File: config.mk
export PLATFORM = sky130hd
export DESIGN_NAME = matmul_host_seq
export DESIGN_NICKNAME = d
export VERILOG_FILES = /design/src/rtl/matmul_host_seq.sv
export SDC_FILE = /design/constraint.sdc
export NUM_CORES = 1
export LEC_CHECK = 0
export ABC_AREA = 1
export CELL_PAD_IN_SITES_DETAIL_PLACEMENT = 0
export CELL_PAD_IN_SITES_GLOBAL_PLACEMENT = 2
export CORE_ASPECT_RATIO = 0.8
export CORE_MARGIN = 4
export CORE_UTILIZATION = 30
export DETAILED_ROUTE_END_ITERATION = 8
export GPL_ROUTABILITY_DRIVEN = 0
export PLACE_DENSITY = 0.87
export SLEW_MARGIN = 10
export SYNTH_ARGS = -nofsm -noshare
export SYNTH_HDL_FRONTEND = slang
export SYNTH_SLANG_ARGS = --single-unit
File: constraint.sdc
create_clock -name clk -period 2.15 [get_ports clk]
set_input_delay 0.43 -clock clk [delete_from_list [all_inputs] [get_ports clk]]
set_output_delay 0.43 -clock clk [all_outputs]
set_load 0.005 [all_outputs]
File: src/rtl/matmul_host_seq.sv
// Host-side sequencer for the 2x2 matrix multiplier tile: collects A/B operand bytes,
// range-checks them, drives the multiplier, and streams the four result nibbles back.
module matmul_host_seq #(
    parameter int unsigned ELEM_W  = 2,
    parameter int unsigned MAX_VAL = 2,
    parameter int unsigned RES_W   = 4,
    parameter int unsigned LAT     = 1
) (
    input  logic                  clk,
    input  logic                  reset,
    input  logic                  in_valid,
    output logic                  in_ready,
    input  logic [4*ELEM_W-1:0]   in_data,
    output logic [4*ELEM_W-1:0]   mm_a,
    output logic [4*ELEM_W-1:0]   mm_b,
    output logic                  mm_ena,
    input  logic [2*RES_W-1:0]    mm_c_lo,
    input  logic [2*RES_W-1:0]    mm_c_hi,
    output logic                  out_valid,
    input  logic                  out_ready,
    output logic [RES_W-1:0]      out_data,
    output logic [1:0]            out_idx,
    output logic                  out_last,
    output logic                  err,
    output logic [7:0]            err_cnt,
    output logic                  busy
);

    localparam int unsigned OP_W  = 4 * ELEM_W;
    localparam int unsigned RES4W = 4 * RES_W;
    localparam int unsigned CNT_W = $clog2(LAT + 2);

    typedef enum logic [2:0] {
        IDLE,
        LOAD_B,
        CHECK,
        WAIT,
        SEND
    } state_t;

    state_t             state_q, state_d;
    logic [OP_W-1:0]    a_q, a_d;
    logic [OP_W-1:0]    b_q, b_d;
    logic [CNT_W-1:0]   cnt_q, cnt_d;
    logic [RES4W-1:0]   res_q, res_d;

    logic               in_ready_d;
    logic [OP_W-1:0]    mm_a_d, mm_b_d;
    logic               mm_ena_d;
    logic               out_valid_d;
    logic [RES_W-1:0]   out_data_d;
    logic [1:0]         out_idx_d;
    logic               out_last_d;
    logic               err_d;
    logic [7:0]         err_cnt_d;
    logic               busy_d;

    logic               range_bad;
    logic [1:0]         idx_next;

    // Any of the eight captured operand elements above the legal maximum
    always_comb begin
        range_bad = 1'b0;
        for (int i = 0; i < 4; i++) begin
            if (32'(a_q[i*ELEM_W +: ELEM_W]) > MAX_VAL) range_bad = 1'b1;
            if (32'(b_q[i*ELEM_W +: ELEM_W]) > MAX_VAL) range_bad = 1'b1;
        end
    end

    assign idx_next = out_idx + 2'd1;

    // Next-state and registered-output logic
    always_comb begin
        state_d     = state_q;
        a_d         = a_q;
        b_d         = b_q;
        cnt_d       = cnt_q;
        res_d       = res_q;
        mm_a_d      = mm_a;
        mm_b_d      = mm_b;
        mm_ena_d    = mm_ena;
        out_valid_d = out_valid;
        out_data_d  = out_data;
        out_idx_d   = out_idx;
        out_last_d  = out_last;
        err_d       = 1'b0;
        err_cnt_d   = err_cnt;

        case (state_q)
            IDLE: begin
                if (in_valid && in_ready) begin
                    a_d     = in_data;
                    state_d = LOAD_B;
                end
            end
            LOAD_B: begin
                if (in_valid && in_ready) begin
                    b_d     = in_data;
                    state_d = CHECK;
                end
            end
            CHECK: begin
                if (range_bad) begin
                    err_d = 1'b1;
                    if (err_cnt != 8'hFF) err_cnt_d = err_cnt + 8'd1;
                    state_d = IDLE;
                end else begin
                    mm_a_d   = a_q;
                    mm_b_d   = b_q;
                    mm_ena_d = 1'b1;
                    cnt_d    = CNT_W'(LAT + 1);
                    state_d  = WAIT;
                end
            end
            WAIT: begin
                cnt_d = cnt_q - CNT_W'(1);
                if (cnt_q == CNT_W'(1)) begin
                    res_d       = {mm_c_hi, mm_c_lo};
                    mm_ena_d    = 1'b0;
                    out_valid_d = 1'b1;
                    out_idx_d   = 2'd0;
                    out_data_d  = mm_c_lo[RES_W-1:0];
                    out_last_d  = 1'b0;
                    state_d     = SEND;
                end
            end
            SEND: begin
                if (out_valid && out_ready) begin
                    if (out_idx == 2'd3) begin
                        out_valid_d = 1'b0;
                        out_idx_d   = 2'd0;
                        out_data_d  = '0;
                        out_last_d  = 1'b0;
                        state_d     = IDLE;
                    end else begin
                        out_idx_d  = idx_next;
                        out_data_d = res_q[int'(idx_next)*RES_W +: RES_W];
                        out_last_d = (idx_next == 2'd3);
                    end
                end
            end
            default: state_d = IDLE;
        endcase

        in_ready_d = (state_d == IDLE) || (state_d == LOAD_B);
        busy_d     = (state_d != IDLE);
    end

    // State and output registers; reset aborts any transaction in flight
    always_ff @(posedge clk) begin
        if (reset) begin
            state_q   <= IDLE;
            a_q       <= '0;
            b_q       <= '0;
            cnt_q     <= '0;
            res_q     <= '0;
            in_ready  <= 1'b0;
            mm_a      <= '0;
            mm_b      <= '0;
            mm_ena    <= 1'b0;
            out_valid <= 1'b0;
            out_data  <= '0;
            out_idx   <= 2'd0;
            out_last  <= 1'b0;
            err       <= 1'b0;
            err_cnt   <= 8'd0;
            busy      <= 1'b0;
        end else begin
            state_q   <= state_d;
            a_q       <= a_d;
            b_q       <= b_d;
            cnt_q     <= cnt_d;
            res_q     <= res_d;
            in_ready  <= in_ready_d;
            mm_a      <= mm_a_d;
            mm_b      <= mm_b_d;
            mm_ena    <= mm_ena_d;
            out_valid <= out_valid_d;
            out_data  <= out_data_d;
            out_idx   <= out_idx_d;
            out_last  <= out_last_d;
            err       <= err_d;
            err_cnt   <= err_cnt_d;
            busy      <= busy_d;
        end
    end

endmodule

# Word level (Yosys, flattened, before mapping)
# Cells that the tools add are included.
# op_classes
order_cmp,8
n_mux,36
n_reduce_logical,18
bitwise,2
addsub,3
n_shift,1
eq_ne,13
# ops
operator,n
$gt 2x2->1 const B,8
$mux 1,16
$shiftx 16x5->4,1
$mux 3,5
$pmux 3 s5,1
$mux 4,3
$mux 2,5
$reduce_and 2->1,5
$reduce_and 3->1,3
$add 8x1->8 const B,1
$ne 2x2->1 const B,4
$ne 8x8->1 const B,1
$pmux 2 s2,2
$pmux 4 s2,1
$eq 3x1->1 const B,2
$eq 3x2->1 const B,2
$logic_not 3->1,2
$pmux 1 s2,3
$eq 2x2->1 const B,2
$reduce_and 4->1,1
$reduce_bool 2->1,2
$eq 3x3->1 const B,1
$reduce_bool 3->1,1
$add 2x1->2 const B,1
6 further kinds,8
# word_totals
inputBits,28
wordCells,97
register_bits,73

# Depth between registers and ports, before layout
# depth
word_depth,13
mapped_depth,9
ltp_nobuf,9

# Least setup slack after synthesis
# Ideal clock, no wire load.
# synth_timing
path_type,reg-to-reg
from,register out_idx[0]
to,register out_data[3]
arrival_time_ns,1.375
setup_slack_ns,0.705
path_buffers,1
path_stages_with_launch,9
required_time_ns,2.080
period_less_slack_ns,1.445
path_cell_list,dfxtp_1 > inv_1 > ha_1 > buf_4 > a21oi_1 > o21ai_0 > o21ai_0 > nand2_1 > a21oi_1
# synth_via
elab_chain_cells,5
# synth_rtl
element,line_no,text
"start, declared",22,"output logic [1:0] out_idx,"
"start signal, assigned",180,out_idx <= out_idx_d;
$add 2x1->2,70,assign idx_next = out_idx + 2'd1;
$shiftx 16x5->4,137,out_data_d = res_q[int'(idx_next)*RES_W +: RES_W];
$mux 4 *,129,if (out_idx == 2'd3) begin
$mux 4 *,128,if (out_valid && out_ready) begin
$pmux 4 s2 *,89,case (state_q)
"end signal, assigned",179,out_data <= out_data_d;
"end, declared",21,"output logic [RES_W-1:0] out_data,"
# Every way passes the cells marked *; elsewhere a longest branch is shown, timed or not. The select of a mux whose other input is x is not followed.
# A chain may end at the register's enable or synchronous reset.

# Worst setup path after layout
# layout_timing
from,register out_idx[0]
to,output out_idx[0]
# No word-level cell between the ends.

==> metrics <==
Req. time, crit path=1720 ps; pin count of the biggest net entering global routing=47; routed wire length=8010 um; Post-CTS Hold Buffers=0; max_slew headroom=71.7%; Post-CTS Setup Inserts=0; Mapped Area=3090 um2; Yosys warnings=0; clock latency on the worst-skew pair=330 ps; initial antenna violation count=0; CTS tree=built; Post-layout nets=515; Tightest Hold Check Type=reg -> reg; post-route worst setup slack=326 ps; first-pass GRT wire length=13,500 um; outcome=finished, final reports clean; Fin. Hold Viols=0; Global Route Usage Sum=13.9%; wire per inst=12.8 um; worst hold path stage count=2; depth of the worst register-to-register path=7; Power Density=782 nW/um2; post-route cell area=4200 um2; via count=2,890; fmax=548 MHz; cell accounting for the most synthesized area=dfxtp_1; Detailed Route Iter0 Violations=194; CP arrival=1390 ps; DR pass1 iterations=4; max cap viols=0; die area=12,000 um2; Yosys cell types=26; setup TNS=0 ps; Core Area=9850 um2; number of I/O port buffers=63; Mapped Cells=417; ANT nets after route=0; Top Ports=64; Filler cells=1,057; CTS Buf Count=9; Finish-stage setup viols=0; Area growth syn-to-layout=35.7%; top cell type's share of synthesized area=47.3%; RSZ-0062 raised after global routing=false; commonest cells after routing, fill and taps aside=73 x dfxtp_1, 72 x nand2_1, 63 x clkdlybuf4s50_1; total grt overflow=0; PostCTS Resize Cnt=0; Sink Count=73; VDD IR-drop max=385 uV; Max Buffers Root-to-Sink=2; syn_nets=449; Hold WS=440 ps; CTS clk-pin slew, worst paths=60 ps; Die X-Extent=122 um; worst slack at placement=292 ps; register bit total from synthesis=73; n_diodes=0; sequential share of the synthesized area=47.3%; vias per std cell=4.63; DP Area=3880 um2; Leak=1.58 nW; Max Clock Skew=7.31 ps; Final min period=1820 ps; crit path kind=reg -> out; DRC errors left=0; CP endpoint kind=output port; Setup crit start kind=flip-flop; top post-synthesis cells by area=dfxtp_1 47%, a21oi_1 9.7%, nand2_1 8.7%; Mean Syn Cell Area=7.41 um2; worst-margin pin slew=424 ps; Root Driver=clkbuf_16; CP max FO=15; DP HPWL=5570 um; # H-tree levels=3; Slew Viols, Final=0; vias in the first global route=2,719; commonest non-fill, non-tap cell in the layout=dfxtp_1; layout cells sized above 1=7.58%; starting density of the core=31.4%; number of cell rows=32; final period utilization=84.8%; Die Span Y=98.8 um
## logic make-up (layout without fill, tap and decap cells)
logic type	Yosys count	after routing	synth area share (%)
flip-flops	73	73	47.3
XOR/XNOR	1	1	0.283
AND/OR/NAND/NOR	148	148	21.1
AO/OA/AOI/OAI	124	124	20.4
buffers and inverters	67	138	9.31
adder cells (fa/ha/maj)	4	4	1.62
## cell usage after synthesis
| library cell | instances |
|---|---|
| o21ai_2 | 2 |
| nand2_1 | 72 |
| nor2_1 | 39 |
| nand3_4 | 1 |
| clkbuf_1 | 7 |
| buf_2 | 5 |
| inv_2 | 3 |
| buf_1 | 1 |
| nor3_1 | 2 |
| ha_1 | 4 |
| inv_1 | 46 |
| a211oi_1 | 1 |
| nand3_1 | 19 |
| or2_2 | 1 |
| o21ai_0 | 52 |
| nand3_2 | 1 |
| nand4_1 | 10 |
| nand4_2 | 1 |
| buf_4 | 2 |
| a21oi_1 | 60 |
| dfxtp_1 | 73 |
| nor3_4 | 1 |
| xor2_1 | 1 |
| buf_6 | 3 |
| nand2_2 | 1 |
| o21ai_1 | 9 |
## critical path, cell delays in order (launching register included)
cell and delay (ps):
dfxtp_1 330, buf_4 200, clkdlybuf4s50_1 530
## per-layer routing
| layer | global-route usage [%] | vias to the layer above | part of all wire, % |
|---|---|---|---|
| li1 | - | 1514 | - |
| met1 | 20.0 | 1316 | 52 |
| met2 | 20.2 | 56 | 42 |
| met3 | 4.70 | 4 | 5.2 |
| met4 | 3.36 | 0 | 0.50 |
| met5 | 0 | - | 0 |
## layout make-up
type	count	area [um2]	area share, %
tap	136	170	4.05
clock buffer	9	225	5.37
inverter	49	184	4.38
multi-input combinational	277	1340	32.0
sequential	73	1460	34.8
timing repair buffer	73	718	17.1
clock inverter	7	95.1	2.27
## stage by stage
stage	utilization, %	cells	power (W)
final	42.6	624	0.00328
after global routing	42.6	624	0.00342
after CTS	42.6	624	0.00332
after global placement	39.4	608	0.00172
after floorplan	-	417	0.00158
after detailed placement	39.4	608	0.00172
## final timing paths
path / slack [ps] / startpoint / endpoint
setup / recovery: 330 / out_idx[0] / out_idx[0]
hold / removal: 440 / mm_b[6] / mm_b[6]
setup reg to reg: 550 / err_cnt[1] / err_cnt[7]
hold reg to reg: 440 / mm_b[6] / mm_b[6]
## report_power, final
group / total, W / switching (W) / internal [W]
sequential: 0.00143 / 0.0000311 / 0.00140
clock: 0.00160 / 0.000583 / 0.00102
combinational: 0.000252 / 0.000123 / 0.000128
total: 0.00328 / 0.000738 / 0.00254
## state kept, by name, indices dropped and copies added (netlist names)
name       flops
a_q            8
b_q            8
busy           1
cnt_q          2
err            1
err_cnt        8
in_ready       1
mm_a           8
mm_b           8
mm_ena         1
out_data       4
out_idx        2
out_last       1
out_valid      1
res_q         16
state_q        3
(Power assumes the default switching activity.)
